## config.mk

```make
export PLATFORM = sky130hd
export DESIGN_NAME = d8m_sensor_emulator
export DESIGN_NICKNAME = d
export VERILOG_FILES = /design/src/rtl/d8m_emu_pkg.sv /design/src/rtl/d8m_emu_pattern.sv /design/src/rtl/d8m_sensor_emulator.sv
export SDC_FILE = /design/constraint.sdc
export NUM_CORES = 1
export LEC_CHECK = 0
export CORE_MARGIN = 8
export CORE_UTILIZATION = 25
export DETAILED_ROUTE_END_ITERATION = 8
export PLACE_DENSITY = 0.4
export SLEW_MARGIN = 30
export SYNTH_ARGS = -nofsm -noshare
export SYNTH_HDL_FRONTEND = slang
export SYNTH_SLANG_ARGS = --single-unit
```

## constraint.sdc

```tcl
create_clock -name clk -period 7.6 [get_ports clk]
set_clock_uncertainty 0.1 [all_clocks]
set_input_delay 0.76 -clock clk [delete_from_list [all_inputs] [get_ports clk]]
set_output_delay 0.76 -clock clk [all_outputs]
set_load 0.01 [all_outputs]
```

## src/rtl/d8m_emu_pkg.sv

```systemverilog
`default_nettype none
// ============================================================================
// Module      : d8m_emu_pkg
// Description : Shared definitions for the D8M camera-side sensor emulator:
//               pattern mode encodings, frame-timing FSM states and the
//               8-entry colour-bar table (RGB bits, white first).
// Revision    : 1.0 - initial release
// ============================================================================
package d8m_emu_pkg;

  // Pattern select encodings
  localparam logic [1:0] MODE_RAMP  = 2'd0;
  localparam logic [1:0] MODE_BARS  = 2'd1;
  localparam logic [1:0] MODE_SOLID = 2'd2;
  localparam logic [1:0] MODE_CHECK = 2'd3;

  // Frame timing states
  typedef enum logic [2:0] {
    IDLE   = 3'd0,
    FRONT  = 3'd1,
    ACTIVE = 3'd2,
    HBLANK = 3'd3,
    VBLANK = 3'd4
  } state_t;

  // Colour bars, left to right, as {R,G,B}:
  // white, yellow, cyan, green, magenta, red, blue, black
  localparam logic [2:0] BAR_RGB [8] = '{
    3'b111, 3'b110, 3'b011, 3'b010, 3'b101, 3'b100, 3'b001, 3'b000
  };

endpackage
`default_nettype wire

```

## src/rtl/d8m_emu_pattern.sv

```systemverilog
`default_nettype none
// ============================================================================
// Module      : d8m_emu_pattern
// Description : Combinational pattern generator. Maps the latched mode and
//               the active-area coordinates of a pixel to its 12-bit raw
//               Bayer (GRBG) value.
// Ports       : i_mode        pattern select (ramp/bars/solid/checker)
//               i_x, i_y      active pixel coordinates
//               i_bar         colour bar index 0..7
//               i_row_odd     y parity
//               i_col_odd     x parity
//               i_solid_value value for the solid pattern
//               o_pixel       resulting pixel value
// Revision    : 1.0 - initial release
// ============================================================================
module d8m_emu_pattern
  import d8m_emu_pkg::*;
(
  input  logic [1:0]  i_mode,
  input  logic [11:0] i_x,
  input  logic [11:0] i_y,
  input  logic [2:0]  i_bar,
  input  logic        i_row_odd,
  input  logic        i_col_odd,
  input  logic [11:0] i_solid_value,
  output logic [11:0] o_pixel
);

  logic [2:0] w_rgb;
  logic       w_bayer_bit;

  always_comb begin
    w_rgb = BAR_RGB[i_bar];
    // GRBG: even row G,R ; odd row B,G
    case ({i_row_odd, i_col_odd})
      2'b00:   w_bayer_bit = w_rgb[1];
      2'b01:   w_bayer_bit = w_rgb[2];
      2'b10:   w_bayer_bit = w_rgb[0];
      default: w_bayer_bit = w_rgb[1];
    endcase

    case (i_mode)
      MODE_RAMP:  o_pixel = i_x + i_y;
      MODE_BARS:  o_pixel = {12{w_bayer_bit}};
      MODE_SOLID: o_pixel = i_solid_value;
      default:    o_pixel = (i_x[4] ^ i_y[4]) ? 12'hFFF : 12'h000;
    endcase
  end

endmodule
`default_nettype wire

```

## src/rtl/d8m_sensor_emulator.sv

```systemverilog
`default_nettype none
// ============================================================================
// Module      : d8m_sensor_emulator
// Description : Synthetic raw-Bayer image source driving the D8M camera-side
//               parallel interface (D, FVAL, LVAL, PIXCLK) with programmable
//               frame timing and test patterns.
// Ports       : clk, reset           system clock, sync active-high reset
//               i_enable             run frames while high
//               i_mode               0 ramp, 1 bars, 2 solid, 3 checker
//               i_solid_value        solid pattern value
//               o_cam_d/fval/lval    camera data and sync
//               o_cam_pixclk         generated pixel clock
//               o_frame_done         1-clk pulse at FVAL fall
//               o_frame_count        completed frames (wraps)
//               o_busy               FVAL rise through end of vertical blank
//               o_checksum           (D8M_EMU_CHECKSUM_EN only) sum of the
//                                    last completed frame's active pixels
// Options     : define D8M_EMU_CHECKSUM_EN to add o_checksum
// Revision    : 1.0 - initial release
// ============================================================================
module d8m_sensor_emulator
  import d8m_emu_pkg::*;
#(
  parameter int H_ACTIVE = 640,
  parameter int V_ACTIVE = 480,
  parameter int H_BLANK  = 32,
  parameter int V_FRONT  = 16,
  parameter int V_BLANK  = 1000,
  parameter int PCLK_DIV = 2
) (
  input  logic        clk,
  input  logic        reset,
  input  logic        i_enable,
  input  logic [1:0]  i_mode,
  input  logic [11:0] i_solid_value,
  output logic [11:0] o_cam_d,
  output logic        o_cam_fval,
  output logic        o_cam_lval,
  output logic        o_cam_pixclk,
  output logic        o_frame_done,
  output logic [15:0] o_frame_count,
  output logic        o_busy
`ifdef D8M_EMU_CHECKSUM_EN
  ,
  output logic [15:0] o_checksum
`endif
);

  localparam int c_div_w  = (PCLK_DIV > 2) ? $clog2(PCLK_DIV) : 1;
  localparam int c_bar_px = H_ACTIVE / 8;
  localparam int c_bpix_w = (c_bar_px > 1) ? $clog2(c_bar_px) : 1;

  // Pixel-period divider. The strobe marks the edge on which the divider
  // returns to 0, so data, sync and the falling pixclk edge move together
  // and the pixclk rising edge lands mid-pixel.
  logic [c_div_w-1:0] r_div;
  logic [c_div_w-1:0] w_div_n;
  logic               w_stb;
  logic               w_pixclk_n;

  assign w_stb      = (r_div == c_div_w'(PCLK_DIV - 1));
  assign w_div_n    = w_stb ? '0 : r_div + 1'b1;
  assign w_pixclk_n = (w_div_n >= c_div_w'(PCLK_DIV / 2));

  state_t             r_state, w_state_n;
  logic [15:0]        r_cnt, w_cnt_n;
  logic [11:0]        r_x, w_x_n;
  logic [11:0]        r_y, w_y_n;
  logic [2:0]         r_bar, w_bar_n;
  logic [c_bpix_w-1:0] r_bpix, w_bpix_n;
  logic               r_fval, w_fval_n;
  logic               r_lval, w_lval_n;
  logic               w_start;
  logic               w_done;

  logic [1:0]         r_mode;
  logic [11:0]        r_solid;
  logic [11:0]        r_d;
  logic               r_pixclk;
  logic               r_done;
  logic [15:0]        r_count;
  logic               r_busy;
  logic [11:0]        w_pixel;

  // Next-state for the coming pixel period; only applied on a strobe.
  always_comb begin
    w_state_n = r_state;
    w_cnt_n   = r_cnt;
    w_x_n     = r_x;
    w_y_n     = r_y;
    w_bar_n   = r_bar;
    w_bpix_n  = r_bpix;
    w_fval_n  = r_fval;
    w_lval_n  = r_lval;
    w_start   = 1'b0;
    w_done    = 1'b0;

    case (r_state)
      IDLE: begin
        if (i_enable) w_start = 1'b1;
      end
      FRONT: begin
        if (r_cnt == 16'(V_FRONT - 1)) begin
          w_state_n = ACTIVE;
          w_lval_n  = 1'b1;
          w_x_n     = '0;
          w_bar_n   = '0;
          w_bpix_n  = '0;
        end else begin
          w_cnt_n = r_cnt + 16'd1;
        end
      end
      ACTIVE: begin
        if (r_x == 12'(H_ACTIVE - 1)) begin
          w_lval_n = 1'b0;
          w_cnt_n  = '0;
          if (r_y == 12'(V_ACTIVE - 1)) begin
            w_state_n = VBLANK;
            w_fval_n  = 1'b0;
            w_done    = 1'b1;
          end else begin
            w_state_n = HBLANK;
          end
        end else begin
          w_x_n = r_x + 12'd1;
          if (r_bpix == c_bpix_w'(c_bar_px - 1)) begin
            w_bpix_n = '0;
            w_bar_n  = r_bar + 3'd1;
          end else begin
            w_bpix_n = r_bpix + 1'b1;
          end
        end
      end
      HBLANK: begin
        if (r_cnt == 16'(H_BLANK - 1)) begin
          w_state_n = ACTIVE;
          w_lval_n  = 1'b1;
          w_x_n     = '0;
          w_y_n     = r_y + 12'd1;
          w_bar_n   = '0;
          w_bpix_n  = '0;
        end else begin
          w_cnt_n = r_cnt + 16'd1;
        end
      end
      VBLANK: begin
        // Back-to-back frames start right as the blank ends, so a frame
        // period is exactly FVAL-high time plus V_BLANK.
        if (r_cnt == 16'(V_BLANK - 1)) begin
          if (i_enable) w_start = 1'b1;
          else          w_state_n = IDLE;
        end else begin
          w_cnt_n = r_cnt + 16'd1;
        end
      end
      default: w_state_n = IDLE;
    endcase

    if (w_start) begin
      w_state_n = FRONT;
      w_cnt_n   = '0;
      w_fval_n  = 1'b1;
      w_lval_n  = 1'b0;
      w_y_n     = '0;
    end
  end

  d8m_emu_pattern u_pattern (
    .i_mode        (r_mode),
    .i_x           (w_x_n),
    .i_y           (w_y_n),
    .i_bar         (w_bar_n),
    .i_row_odd     (w_y_n[0]),
    .i_col_odd     (w_x_n[0]),
    .i_solid_value (r_solid),
    .o_pixel       (w_pixel)
  );

  always_ff @(posedge clk) begin
    if (reset) begin
      r_div    <= '0;
      r_pixclk <= 1'b0;
      r_state  <= IDLE;
      r_cnt    <= '0;
      r_x      <= '0;
      r_y      <= '0;
      r_bar    <= '0;
      r_bpix   <= '0;
      r_fval   <= 1'b0;
      r_lval   <= 1'b0;
      r_d      <= '0;
      r_done   <= 1'b0;
      r_count  <= '0;
      r_busy   <= 1'b0;
      r_mode   <= MODE_RAMP;
      r_solid  <= '0;
    end else begin
      r_div    <= w_div_n;
      r_pixclk <= w_pixclk_n;
      r_done   <= 1'b0;
      if (w_stb) begin
        r_state <= w_state_n;
        r_cnt   <= w_cnt_n;
        r_x     <= w_x_n;
        r_y     <= w_y_n;
        r_bar   <= w_bar_n;
        r_bpix  <= w_bpix_n;
        r_fval  <= w_fval_n;
        r_lval  <= w_lval_n;
        r_d     <= w_lval_n ? w_pixel : 12'h000;
        r_done  <= w_done;
        r_busy  <= (w_state_n != IDLE);
        if (w_done)  r_count <= r_count + 16'd1;
        if (w_start) begin
          r_mode  <= i_mode;
          r_solid <= i_solid_value;
        end
      end
    end
  end

  assign o_cam_d       = r_d;
  assign o_cam_fval    = r_fval;
  assign o_cam_lval    = r_lval;
  assign o_cam_pixclk  = r_pixclk;
  assign o_frame_done  = r_done;
  assign o_frame_count = r_count;
  assign o_busy        = r_busy;

`ifdef D8M_EMU_CHECKSUM_EN
  logic [15:0] r_acc;
  logic [15:0] r_checksum;

  // Accumulates the value being registered into cam_d, so the last pixel
  // is already included by the time the frame_done strobe arrives.
  always_ff @(posedge clk) begin
    if (reset) begin
      r_acc      <= '0;
      r_checksum <= '0;
    end else if (w_stb) begin
      if (w_start)       r_acc <= '0;
      else if (w_lval_n) r_acc <= r_acc + {4'h0, w_pixel};
      if (w_done)        r_checksum <= r_acc;
    end
  end

  assign o_checksum = r_checksum;
`endif

endmodule
`default_nettype wire

```

**Word-level counts from Yosys, hierarchy flattened**

Memory sizes are Yosys's and may differ from the RTL's.
Index checks and enable logic that the tools add are counted.

- $add $sub $neg: 8
- Magnitude comparators: 2
- Multiplexer cells: 53
- Bitwise gates (word level): 3
- Reduce and logical (&&, ||, !) cells: 14
- Eq/ne operators: 21

Operator list:

| cell | number |
|---|---|
| two-way mux 12 bit | 8 |
| two-way mux 16 bit | 5 |
| case mux 12 bit (3 select lines) | 2 |
| case mux 16 bit (4 select lines) | 1 |
| two-way mux 3 bit | 13 |
| adder 16 x 1 -> 16 bit (second input constant) | 2 |
| two-way mux 7 bit | 4 |
| adder 12 x 1 -> 12 bit (second input constant) | 2 |
| case mux 7 bit (3 select lines) | 1 |
| == test 16 x 10 -> 1 bit (second input constant) | 1 |
| == test 16 x 4 -> 1 bit (second input constant) | 1 |
| == test 16 x 5 -> 1 bit (second input constant) | 1 |
| case mux 3 bit (5 select lines) | 1 |
| two-way mux 1 bit | 14 |
| adder 12 bit | 1 |
| == test 12 x 10 -> 1 bit (second input constant) | 1 |
| == test 12 x 9 -> 1 bit (second input constant) | 1 |
| != test 3 bit (second input constant) | 4 |
| case mux 3 bit (3 select lines) | 1 |
| adder 7 x 1 -> 7 bit (second input constant) | 1 |
| == test 7 bit (second input constant) | 1 |
| == test 3 x 2 -> 1 bit (second input constant) | 2 |
| != test 2 bit (second input constant) | 3 |
| AND reduction 6 bit | 1 |
| 22 further kinds | 29 |

- Flip-flop bits (word level): 101
- ROM bits: 24
- Output and inout bits: 33
- Memories kept: 1
- Input port bits: 17
- Word-level logic and storage cells: 118

Memory list:

| name | words | bits a word | rd ports | clocked after memory_dff | wr ports | line | text |
|---|---|---|---|---|---|---|---|
| (no name shown) | 8 | 3 | 1 | 0 | 0 | d8m_emu_pattern.sv:33 | `w_rgb = BAR_RGB[i_bar];` |

**Longest topological paths before layout**

Gate-level depths: netlist of run 1.

- Word-level depth: 11
- Depth in mapped cells: 19
- Mapped depth without buffers: 17

**By module**

A second synthesis of run 1 with hierarchy kept.

- Cell total of the unflattened synthesis: 817
- Area, all modules: 6284.8 sq um

By module, submodules not included:

| module | cells each | times used | area an instance (sq um) |
|---|---|---|---|
| d8m_sensor_emulator | 699 | 1 | 5467.7 |
| d8m_emu_pattern | 118 | 1 | 817.0 |

**Worst setup path after synthesis of run 1**

No wires, ideal clock.

- Path kind: flip-flop to flip-flop
- Start point: register r_cnt[0]
- End point: register r_d[11] (netlist: o_cam_d[11])
- Data arrival time: 3.717 ns
- Cell stages (with the launch flop): 17
- Period minus slack after synthesis: 3.939 ns
- Path slack: 3.661 ns
- Buffers on the path: 2
- Path through: dfxtp_1 -> ha_1 -> and4bb_1 -> nand2_1 -> o41a_1 -> nor2_1 -> clkbuf_1 -> clkbuf_1 -> nor2_1 -> ha_1 -> o21a_1 -> a21oi_1 -> o21ai_0 -> a211oi_1 -> a21oi_1 -> xnor2_1 -> a311o_1

RTL lines:

| element | line | text |
|---|---|---|
| from (decl) | d8m_sensor_emulator.sv:66 | `logic [15:0] r_cnt, w_cnt_n;` |
| from (signal assigned) | d8m_sensor_emulator.sv:203 | `r_cnt <= w_cnt_n;` |
| == test 16 x 10 -> 1 bit or == test 16 x 5 -> 1 bit (tied branches) | d8m_sensor_emulator.sv:149, d8m_sensor_emulator.sv:135 |  |
| two-way mux 1 bit or two-way mux 12 bit (tied branches) | d8m_sensor_emulator.sv:149, d8m_sensor_emulator.sv:135 |  |
| case mux 1 bit (2 select lines) or two-way mux 12 bit (tied branches) | d8m_sensor_emulator.sv:98 | `case (r_state)` |
| two-way mux 12 bit * | d8m_sensor_emulator.sv:159 | `if (w_start) begin` |
| net u_pattern.i_y[2] | d8m_emu_pattern.sv:21 | `input logic [11:0] i_y,` |
| adder 12 bit * | d8m_emu_pattern.sv:43 | `MODE_RAMP: o_pixel = i_x + i_y;` |
| case mux 12 bit (3 select lines) * | d8m_emu_pattern.sv:42 | `case (i_mode)` |
| two-way mux 12 bit * | d8m_sensor_emulator.sv:210 | `r_d <= w_lval_n ? w_pixel : 12'h000;` |
| to (signal assigned) | d8m_sensor_emulator.sv:210 |  |
| to (decl) | d8m_sensor_emulator.sv:78 | `logic [11:0] r_d;` |

Mark *: on every way through the listed nets, which the timed path passes. The rest lies on a longest branch. The select of a mux whose other input is x is not followed.
A chain may end at the register's enable or synchronous reset.

**Worst setup path after layout of run 1**

- Start point: register r_x[0]
- End point: register r_d[10] (netlist: o_cam_d[10])

RTL lines:

| element | line | text |
|---|---|---|
| from (decl) | d8m_sensor_emulator.sv:67 | `logic [11:0] r_x, w_x_n;` |
| from (signal assigned) | d8m_sensor_emulator.sv:204 | `r_x <= w_x_n;` |
| adder 12 x 1 -> 12 bit or == test 12 x 10 -> 1 bit (tied branches) | d8m_sensor_emulator.sv:125, d8m_sensor_emulator.sv:114 |  |
| two-way mux 12 bit | d8m_sensor_emulator.sv:114 | `if (r_x == 12'(H_ACTIVE - 1)) begin` |
| case mux 12 bit (3 select lines) * | d8m_sensor_emulator.sv:98 |  |
| net u_pattern.i_col_odd | d8m_emu_pattern.sv:24 | `input logic i_col_odd,` |
| branches (longest 2 deep; another with adder 12 bit) | -- |  |
| case mux 12 bit (3 select lines) * | d8m_emu_pattern.sv:42 |  |
| two-way mux 12 bit * | d8m_sensor_emulator.sv:210 |  |

Mark *: on every way through the listed nets, which the timed path passes. The select of a mux whose other input is x is not followed.

==> impl_metrics.env, run 1 <==
export IMPL_ys_flop_type="dfxtp_1"
export IMPL_endpoint_kind="flop"
export IMPL_drc=0
export IMPL_seq_area_mm2=0.00200
export IMPL_cts_hold_buf=0
export IMPL_rr_endpoint="o_cam_d[10]"
export IMPL_crit_arrival_ps=4570
export IMPL_syn_to_final_growth_pct=17.7
export IMPL_layout_nets=791
export IMPL_die_area_mm2=0.0280
export IMPL_synthCells=723
export IMPL_power_density_mw_per_mm2=158
export IMPL_synth_seq_area_share_pct=34.9
export IMPL_dpl_hpwl_mm=12.4
export IMPL_clock_root_buffer="clkbuf_16"
export IMPL_drt_wl_total_mm=17.0
export IMPL_die_h_um=167
export IMPL_synth_area_leaders="dfxtp_1, nand2_1, nor2_1"
export IMPL_setup_viol=0
export IMPL_multi_input_area_mm2=0.00350
export IMPL_min_delay_start="r_solid[8]"
export IMPL_fin_crit_sh_pct=58.2
export IMPL_first_pass_iters=4
export IMPL_cts_sinks=100
export IMPL_slew_headroom_pct=41.8
export IMPL_grt_max_degree=69
export IMPL_vias=5301
export IMPL_syn_nets=760
export IMPL_avgSynthCellArea_um2=7.93
export IMPL_whs_path_depth=2
export IMPL_crit_start="r_x[0]"
export IMPL_rr_startpoint="r_x[0]"
export IMPL_post_cts_resized=0
export IMPL_max_cap_viol_count=0
export IMPL_min_path_type="flop to flop"
export IMPL_cts_tree="built"
export IMPL_synth_edf_count=0
export IMPL_wl_per_cell_um=16.3
export IMPL_drt_iter0_drc=304
export IMPL_cp_start_kind="flop"
export IMPL_postCtsSetupRepairBufs=0
export IMPL_syn_cell_area_mm2=0.00574
export IMPL_hold_slack_ps=358
export IMPL_final_max_slew_viol_count=0
export IMPL_synth_cell_types=73
export IMPL_coreArea_mm2=0.0226
export IMPL_worstSetupPathType="flop to flop"
export IMPL_reg2reg_slack_ps=3170
export IMPL_postRouteAntennaNets=0
export IMPL_clockBufferDepth=2
export IMPL_yosysWarnings=0
export IMPL_grt_use_total_pct=12.1
export IMPL_finalHoldViolCount=0
export IMPL_die_w_um=167
export IMPL_drive_above_1_share_pct=5.94
export IMPL_post_synth_top_count_cell="dfxtp_1"
export IMPL_clkTransAtPathRegs_ps=70
export IMPL_place_port_buffers=49
export IMPL_tightest_slew_ps=872
export IMPL_diodes=0
export IMPL_synth_top_area_cell="dfxtp_1"
export IMPL_p_leak_nw=2.26
export IMPL_crit_path_max_fanout=11
export IMPL_insertion_delay_ps=360
export IMPL_floorplan_initialDensity_pct=25.4
export IMPL_num_rows=55
export IMPL_cts_htree_levels=3
export IMPL_fin_setup_tns_ps=0
export IMPL_gp_congestion=0.806
export IMPL_antenna_found_initial=0
export IMPL_fin_crit_ps=4430
export IMPL_pin_count=50
export IMPL_fill_cells=2454
export IMPL_cp_data_required_time_ps=7740
export IMPL_reg2regPathDepth=17
export IMPL_grt_pass1_vias=5091
export IMPL_finalPower_mw=1.07
export IMPL_fmax_mhz=226
export IMPL_grt_overflow_total=0
export IMPL_synth_commonest_cells="dfxtp_1, nand2_1, nor2_1"
export IMPL_rsz0062_at_grt="false"
export IMPL_ys_async_sr_fraction_pct=0
export IMPL_min_to="r_solid[8]"
export IMPL_vias_per_cell=5.08
export IMPL_status="complete, no violations"
export IMPL_grt_pass1_wl_mm=27.5
export IMPL_ir_drop_mv=0.0890
export IMPL_cts_buffers=9
export IMPL_synth_top_cell_area_share_pct=34.9
export IMPL_synth_seq_cells=100
==> critical path: stages, from the launching register on <==
cell,delay (ps)
dfxtp_1,470
ha_1,300
nand3_1,110
or2_2,350
o21ai_2,440
and2_4,330
a21oi_1,130
inv_1,100
ha_1,190
inv_1,70
fa_1,410
nor2b_1,170
o2111ai_1,150
a31oi_1,270
a31oi_1,140
xor2_1,140
o21ai_0,80
a221o_1,340
==> routing by layer <==
| layer | track usage (%) | routed length (um) | part of all wire [%] |
|---|---|---|---|
| met5 | 0 | 0 | 0 |
| met4 | 2.60 | 142 | 0.84 |
| met3 | 3.32 | 708 | 4.2 |
| met2 | 19.2 | 7670 | 45 |
| met1 | 16.2 | 8490 | 50 |
==> state kept, by name (all words and copies together) (netlist names), 2 cells and up <==
register,flops
o_frame_count,16
r_cnt,16
o_cam_d,12
r_solid,12
r_x,12
r_y,12
r_bpix,7
r_bar,3
r_state,3
r_mode,2
==> cells by family after synthesis <==
family	after synthesis	synth area share, %
fa+ha+maj	20	4.49
xor+xnor	43	6.56
buf+inv	58	4.45
simple gates	319	28.1
compound gates	174	19.9
flops	100	34.9
mux	9	1.57
==> through the flow <==
stage	instance area (um^2)	instances	utilization (%)	setup WS, ps
2_1_floorplan	5740	723	-	3660
3_3_place_gp	6460	1028	28.6	3320
3_5_place_dp	6480	1028	28.7	3210
4_1_cts	6750	1043	29.9	3190
5_1_grt	6750	1043	29.9	2760
6_report	6750	1043	29.9	3170
==> layout make-up <==
cell class / count / share of cell area, %
inverter: 22 / 1.22
tap: 285 / 5.28
sequential: 100 / 29.6
clock buffer: 11 / 3.59
multi-input combinational: 565 / 51.8
timing repair buffer: 56 / 7.97
clock inverter: 4 / 0.500
==> cells in the final DEF (no fill, tap or decap), types with 3 or more instances in the layout <==
cell type / n
clkdlybuf4s50_1: 48
buf_4: 7
xor2_1: 14
nand3_1: 19
inv_1: 21
and4_1: 3
nand2_1: 95
nor2_1: 87
or2_2: 5
nor3b_1: 4
o311a_1: 4
o21a_1: 4
or4_1: 9
nor4_1: 7
nor4b_1: 3
nand4_1: 18
a21oi_2: 3
and3_1: 11
a21oi_1: 58
nand2b_1: 7
ha_1: 19
a22oi_1: 4
dfxtp_1: 100
or3_1: 10
clkbuf_16: 9
xnor2_1: 29
mux2i_1: 9
o21ai_0: 37
and2_1: 4
a221o_1: 10
nor3_1: 19
a21o_1: 5
a31oi_1: 8
a211oi_1: 6
o31ai_1: 7
==> how the worst max path moves through the flow <==
stage / endpoint / slack, ps / cells past startpoint
6_report: o_cam_d[10] / 3170 / 17
3_5_place_dp: o_cam_d[11] / 3210 / 15
5_1_grt: o_cam_d[11] / 2760 / 14
4_1_cts: o_cam_d[11] / 3190 / 15
3_3_place_gp: o_cam_d[10] / 3320 / 17
2_1_floorplan: o_cam_d[11] / 3660 / 16
==> where the power goes <==
group	internal [mW]	switching (mW)
clock network	0.233	0.210
logic	0.0297	0.0475
registers	0.532	0.0147
total	0.794	0.272
Note: power is estimated with default switching activity, not from simulation.
==> inputs of run 2 (changes only) <==
- clock period: 7.6 -> 4.2 ns (I/O delays scaled with it)
==> impl_metrics.env, run 2 (synthesized netlist as in run 1, its figures left out) <==
export IMPL_postRouteAntennaNets=0
export IMPL_vias=5444
export IMPL_fmax_mhz=254
export IMPL_insertion_delay_ps=350
export IMPL_wl_per_cell_um=16.5
export IMPL_grt_pass1_vias=5362
export IMPL_num_rows=55
export IMPL_p_seq_share_pct=50.0
export IMPL_cp_data_required_time_ps=4340
export IMPL_fin_crit_ps=3940
export IMPL_die_w_um=167
export IMPL_tightest_slew_ps=806
export IMPL_cts_buffers=9
export IMPL_first_pass_iters=4
export IMPL_drt_wl_total_mm=17.6
export IMPL_place_inst=1052
export IMPL_min_path_type="flop to flop"
export IMPL_status="complete, no violations"
export IMPL_cp_start_kind="flop"
export IMPL_power_internal_mw=1.46
export IMPL_final_max_slew_viol_count=0
export IMPL_worstPathCellList="nor4_2, nand4_1, buf_4, buf_4, nor4_1, xnor2_1, nor2_1, ha_1, and3_1, a21oi_1, a31oi_1, a31oi_1, xor2_1, o21ai_0, a221o_1"
export IMPL_syn_to_final_growth_pct=21.9
export IMPL_p_leak_nw=2.40
export IMPL_slowest_delay_ps=420
export IMPL_max_cap_viol_count=0
export IMPL_ir_drop_mv=0.158
export IMPL_finalPower_mw=1.96
export IMPL_antenna_found_initial=0
export IMPL_floorplan_initialDensity_pct=25.4
export IMPL_cts_htree_levels=3
export IMPL_drive_above_1_share_pct=10.3
export IMPL_cts_tree="built"
export IMPL_die_h_um=167
export IMPL_grt_max_degree=68
export IMPL_power_frac_comb_pct=7.9
export IMPL_timing_final_ws_setup_ps=257
export IMPL_fill_cells=2433
export IMPL_drt_iter0_drc=316
export IMPL_pin_count=50
export IMPL_layout_nets=817
export IMPL_pwr_share_clk_pct=42.1
export IMPL_clockBufferDepth=2
export IMPL_grt_overflow_total=0
export IMPL_coreArea_mm2=0.0226
export IMPL_switching_share_pct=25.7
export IMPL_hold_slack_ps=359
export IMPL_dpl_hpwl_mm=12.8
export IMPL_fin_cells=1070
export IMPL_die_area_mm2=0.0280
export IMPL_diodes=0
export IMPL_fin_crit_sh_pct=93.9
export IMPL_utilization_pct=31.0
export IMPL_cp_buffers_inverters=2
export IMPL_finalHoldViolCount=0
export IMPL_clock_root_buffer="clkbuf_16"
export IMPL_worstSetupPathType="flop to flop"
export IMPL_layout_common_cells="dfxtp_1, nand2_1, nor2_1"
export IMPL_setup_viol=0
export IMPL_vias_per_cell=5.09
export IMPL_gp_congestion=0.841
export IMPL_grt_use_total_pct=12.6
export IMPL_endpoint_kind="flop"
export IMPL_clkTransAtPathRegs_ps=80
export IMPL_power_switching_mw=0.505
export IMPL_crit_arrival_ps=4090
export IMPL_cp_top_family="simple AND/OR/NAND/NOR gates"
export IMPL_crit_path_max_fanout=6
export IMPL_drc=0
export IMPL_cts_sinks=100
export IMPL_crit_slowest_cell="nor4_2"
export IMPL_grt_pass1_wl_mm=28.8
export IMPL_slew_headroom_pct=46.3
export IMPL_layout_commonest_cell="dfxtp_1"
export IMPL_place_port_buffers=49
export IMPL_power_density_mw_per_mm2=281
export IMPL_place_ws_ps=205
==> run 2: power by group through the flow <==
stage	sequential (mW)	clock, mW	combinational (mW)
5_1_grt	0.985	0.902	0.173
3_5_place_dp	1.00	0	0.156
2_1_floorplan	0.997	0	0.0939
4_1_cts	0.981	0.876	0.157
3_3_place_gp	1.00	0	0.155
6_report	0.982	0.826	0.156
==> run 2: what timing repair did <==
action | CTS | global route
setup endpoints to repair | 0 | 3
buffers inserted | 0 | 2
hold buffers | 0 | 0
resized for setup | 0 | 8
==> run 2: area by class of cell <==
type	count	area (um^2)	area share [%]
Multi-Input combinational cell	565	3520	50.3
Sequential cell	100	2000	28.7
Timing Repair Buffer	82	746	10.7
Tap cell	285	357	5.10
Clock buffer	11	253	3.61
Inverter	22	82.6	1.18
Clock inverter	5	35.0	0.501
==> run 2: final timing paths <==
kind / slack, ps / depth (start not counted) / end / from
max: 260 / 15 / o_cam_d[10] / r_cnt[11]
min: 360 / 2 / r_solid[10] / r_solid[10]
max reg2reg: 260 / 15 / o_cam_d[10] / r_cnt[11]
min reg2reg: 360 / 2 / r_solid[10] / r_solid[10]
==> run 2: per-stage QoR <==
stage          cell area, um^2  TNS, ps
4_1_cts                   6940        0
2_1_floorplan             5740        0
5_1_grt                   7000    -3.02
6_report                  7000        0
3_5_place_dp              6660        0
3_3_place_gp              6660        0
==> run 2: layer usage <==
metal	global-route usage (%)	up-vias	part of all wire, %
met5	0	-	0
li1	-	2730	-
met1	17.0	2590	50
met3	2.54	15	3.8
met4	3.53	0	1.3
met2	20.1	109	44
==> run 2: worst min-delay path: stages, from the launching register on <==
cell and delay, ps:
dfxtp_1 310, nand2_1 50, a21oi_1 50
==> inputs of run 3 (changes only) <==
- PLACE_DENSITY: 0.4 -> 0.41
- clock period: 4.2 -> 3.18 ns (I/O delays scaled with it)
==> impl_metrics.env, run 3 (synthesized netlist as in run 1, its figures left out) <==
export IMPL_clock_root_buffer="clkbuf_16"
export IMPL_power_frac_comb_pct=10.6
export IMPL_gp_congestion=0.847
export IMPL_dpl_hpwl_mm=13.8
export IMPL_power_density_mw_per_mm2=321
export IMPL_rr_startpoint="r_cnt[0]"
export IMPL_crit_top_cell="ha_4"
export IMPL_fin_area_mm2=0.00860
export IMPL_p_leak_nw=3.20
export IMPL_grt_pass1_wl_mm=31.0
export IMPL_tightest_slew_ps=777
export IMPL_fin_crit_sh_pct=109
export IMPL_cp_buffers_inverters=1
export IMPL_fmax_mhz=289
export IMPL_clkTransAtPathRegs_ps=70
export IMPL_crit_path_max_fanout=5
export IMPL_fin_cells=1206
export IMPL_cts_buffers=9
export IMPL_timing_final_ws_setup_ps=-281
export IMPL_slew_headroom_pct=48.2
export IMPL_first_pass_iters=4
export IMPL_pwr_share_clk_pct=42.8
export IMPL_antenna_found_initial=0
export IMPL_die_h_um=167
export IMPL_grt_use_total_pct=13.5
export IMPL_grt_max_degree=68
export IMPL_place_inst=1154
export IMPL_power_internal_mw=2.03
export IMPL_cts_sinks=100
export IMPL_fin_crit_ps=3460
export IMPL_min_path_type="flop to flop"
export IMPL_wl_per_cell_um=15.9
export IMPL_ir_drop_mv=0.244
export IMPL_setup_viol=12
export IMPL_vias=5971
export IMPL_min_delay_start="r_solid[10]"
export IMPL_min_to="r_solid[10]"
export IMPL_postRouteAntennaNets=0
export IMPL_switching_share_pct=26.4
export IMPL_cp_data_required_time_ps=3330
export IMPL_pin_count=50
export IMPL_finalHoldViolCount=0
export IMPL_grt_pass1_vias=6009
export IMPL_grt_overflow_total=0
export IMPL_cts_htree_levels=3
export IMPL_finalPower_mw=2.76
export IMPL_endpoint_kind="flop"
export IMPL_slowest_delay_ps=510
export IMPL_drive_above_1_share_pct=30.6
export IMPL_power_switching_mw=0.729
export IMPL_crit_slowest_cell="or4_4"
export IMPL_layout_common_cells="buf_4, nand2_1, dfxtp_1"
export IMPL_max_cap_viol_count=0
export IMPL_reg2regPathDepth=13
export IMPL_whs_path_depth=2
export IMPL_coreArea_mm2=0.0226
export IMPL_rsz0062_at_grt="true"
export IMPL_die_w_um=167
export IMPL_num_rows=55
export IMPL_cp_top_family="simple AND/OR/NAND/NOR gates"
export IMPL_drt_wl_total_mm=19.2
export IMPL_die_area_mm2=0.0280
export IMPL_layout_nets=953
export IMPL_cts_tree="built"
export IMPL_floorplan_initialDensity_pct=25.4
export IMPL_status="finished, violations left"
export IMPL_vias_per_cell=4.95
export IMPL_worstPathCellList="ha_4, and4bb_1, nand4_1, buf_6, or4_4, or3_4, a21oi_4, ha_4, and3_4, a211oi_4, a21oi_1, xnor2_1, a311o_1"
export IMPL_rr_endpoint="o_cam_d[11]"
export IMPL_final_max_slew_viol_count=0
export IMPL_drc=0
export IMPL_insertion_delay_ps=360
export IMPL_clockBufferDepth=2
export IMPL_diodes=0
export IMPL_layout_commonest_cell="buf_4"
export IMPL_utilization_pct=38.1
export IMPL_place_area_mm2=0.00751
export IMPL_violations="setup timing"
export IMPL_drt_iter0_drc=229
export IMPL_worstSetupPathType="flop to flop"
export IMPL_cp_start_kind="flop"
export IMPL_reg2reg_slack_ps=-280
export IMPL_place_port_buffers=49
export IMPL_crit_arrival_ps=3610
export IMPL_hold_slack_ps=359
export IMPL_p_seq_share_pct=46.6
export IMPL_syn_to_final_growth_pct=49.8
==> run 3: through the flow <==
| step | TNS (ps) | setup WS [ps] |
|---|---|---|
| finish | -2000 | -281 |
| global route | -3790 | -468 |
| CTS | -1580 | -304 |
| detailed placement | -5810 | -574 |
| global placement | -4620 | -468 |
| floorplan | -1920 | -414 |
==> run 3: what timing repair did <==
item	4_1_cts	5_1_grt
setup endpoints to repair	12	24
pin swaps	41	26
gates resized for setup	55	38
buffers inserted	21	15
hold buffers	0	0
==> run 3: how the worst max path moves through the flow <==
stage	slack, ps	to	from	cells after the start
after floorplan	-410	o_cam_d[11]	r_cnt[1]	17
after global placement	-470	o_cam_d[11]	r_cnt[11]	11
after detailed placement	-570	o_cam_d[11]	r_cnt[11]	11
after CTS	-300	o_cam_d[9]	r_cnt[0]	14
after global routing	-470	o_cam_d[10]	r_cnt[11]	16
final	-280	o_cam_d[11]	r_cnt[0]	13
==> run 3: power by group through the flow <==
stage                     combinational (mW)  sequential (mW)  clock, mW
after floorplan                        0.130             1.32          0
after global placement                 0.252             1.31          0
after detailed placement               0.254             1.32          0
after CTS                              0.284             1.29       1.22
after global routing                   0.320             1.29       1.26
final                                  0.291             1.29       1.18
==> run 3: per-layer routing <==
metal,global-route usage [%],wire (um)
met5,0,0
met4,3.96,281
met3,2.77,737
met2,22.6,9090
met1,17.3,9080
==> run 3: layout make-up <==
type	instances	area, um^2
Clock buffer	9	225
Clock inverter	7	83.8
Fill cell	2300	14000
Inverter	22	82.6
Multi-Input combinational cell	565	4040
Sequential cell	100	2010
Tap cell	285	357
Timing Repair Buffer	218	1790
==> run 3: worst min-delay path, cell delays in order (launching register included) <==
cell     delay, ps
dfxtp_1        310
nand2_1         50
a21oi_1         50
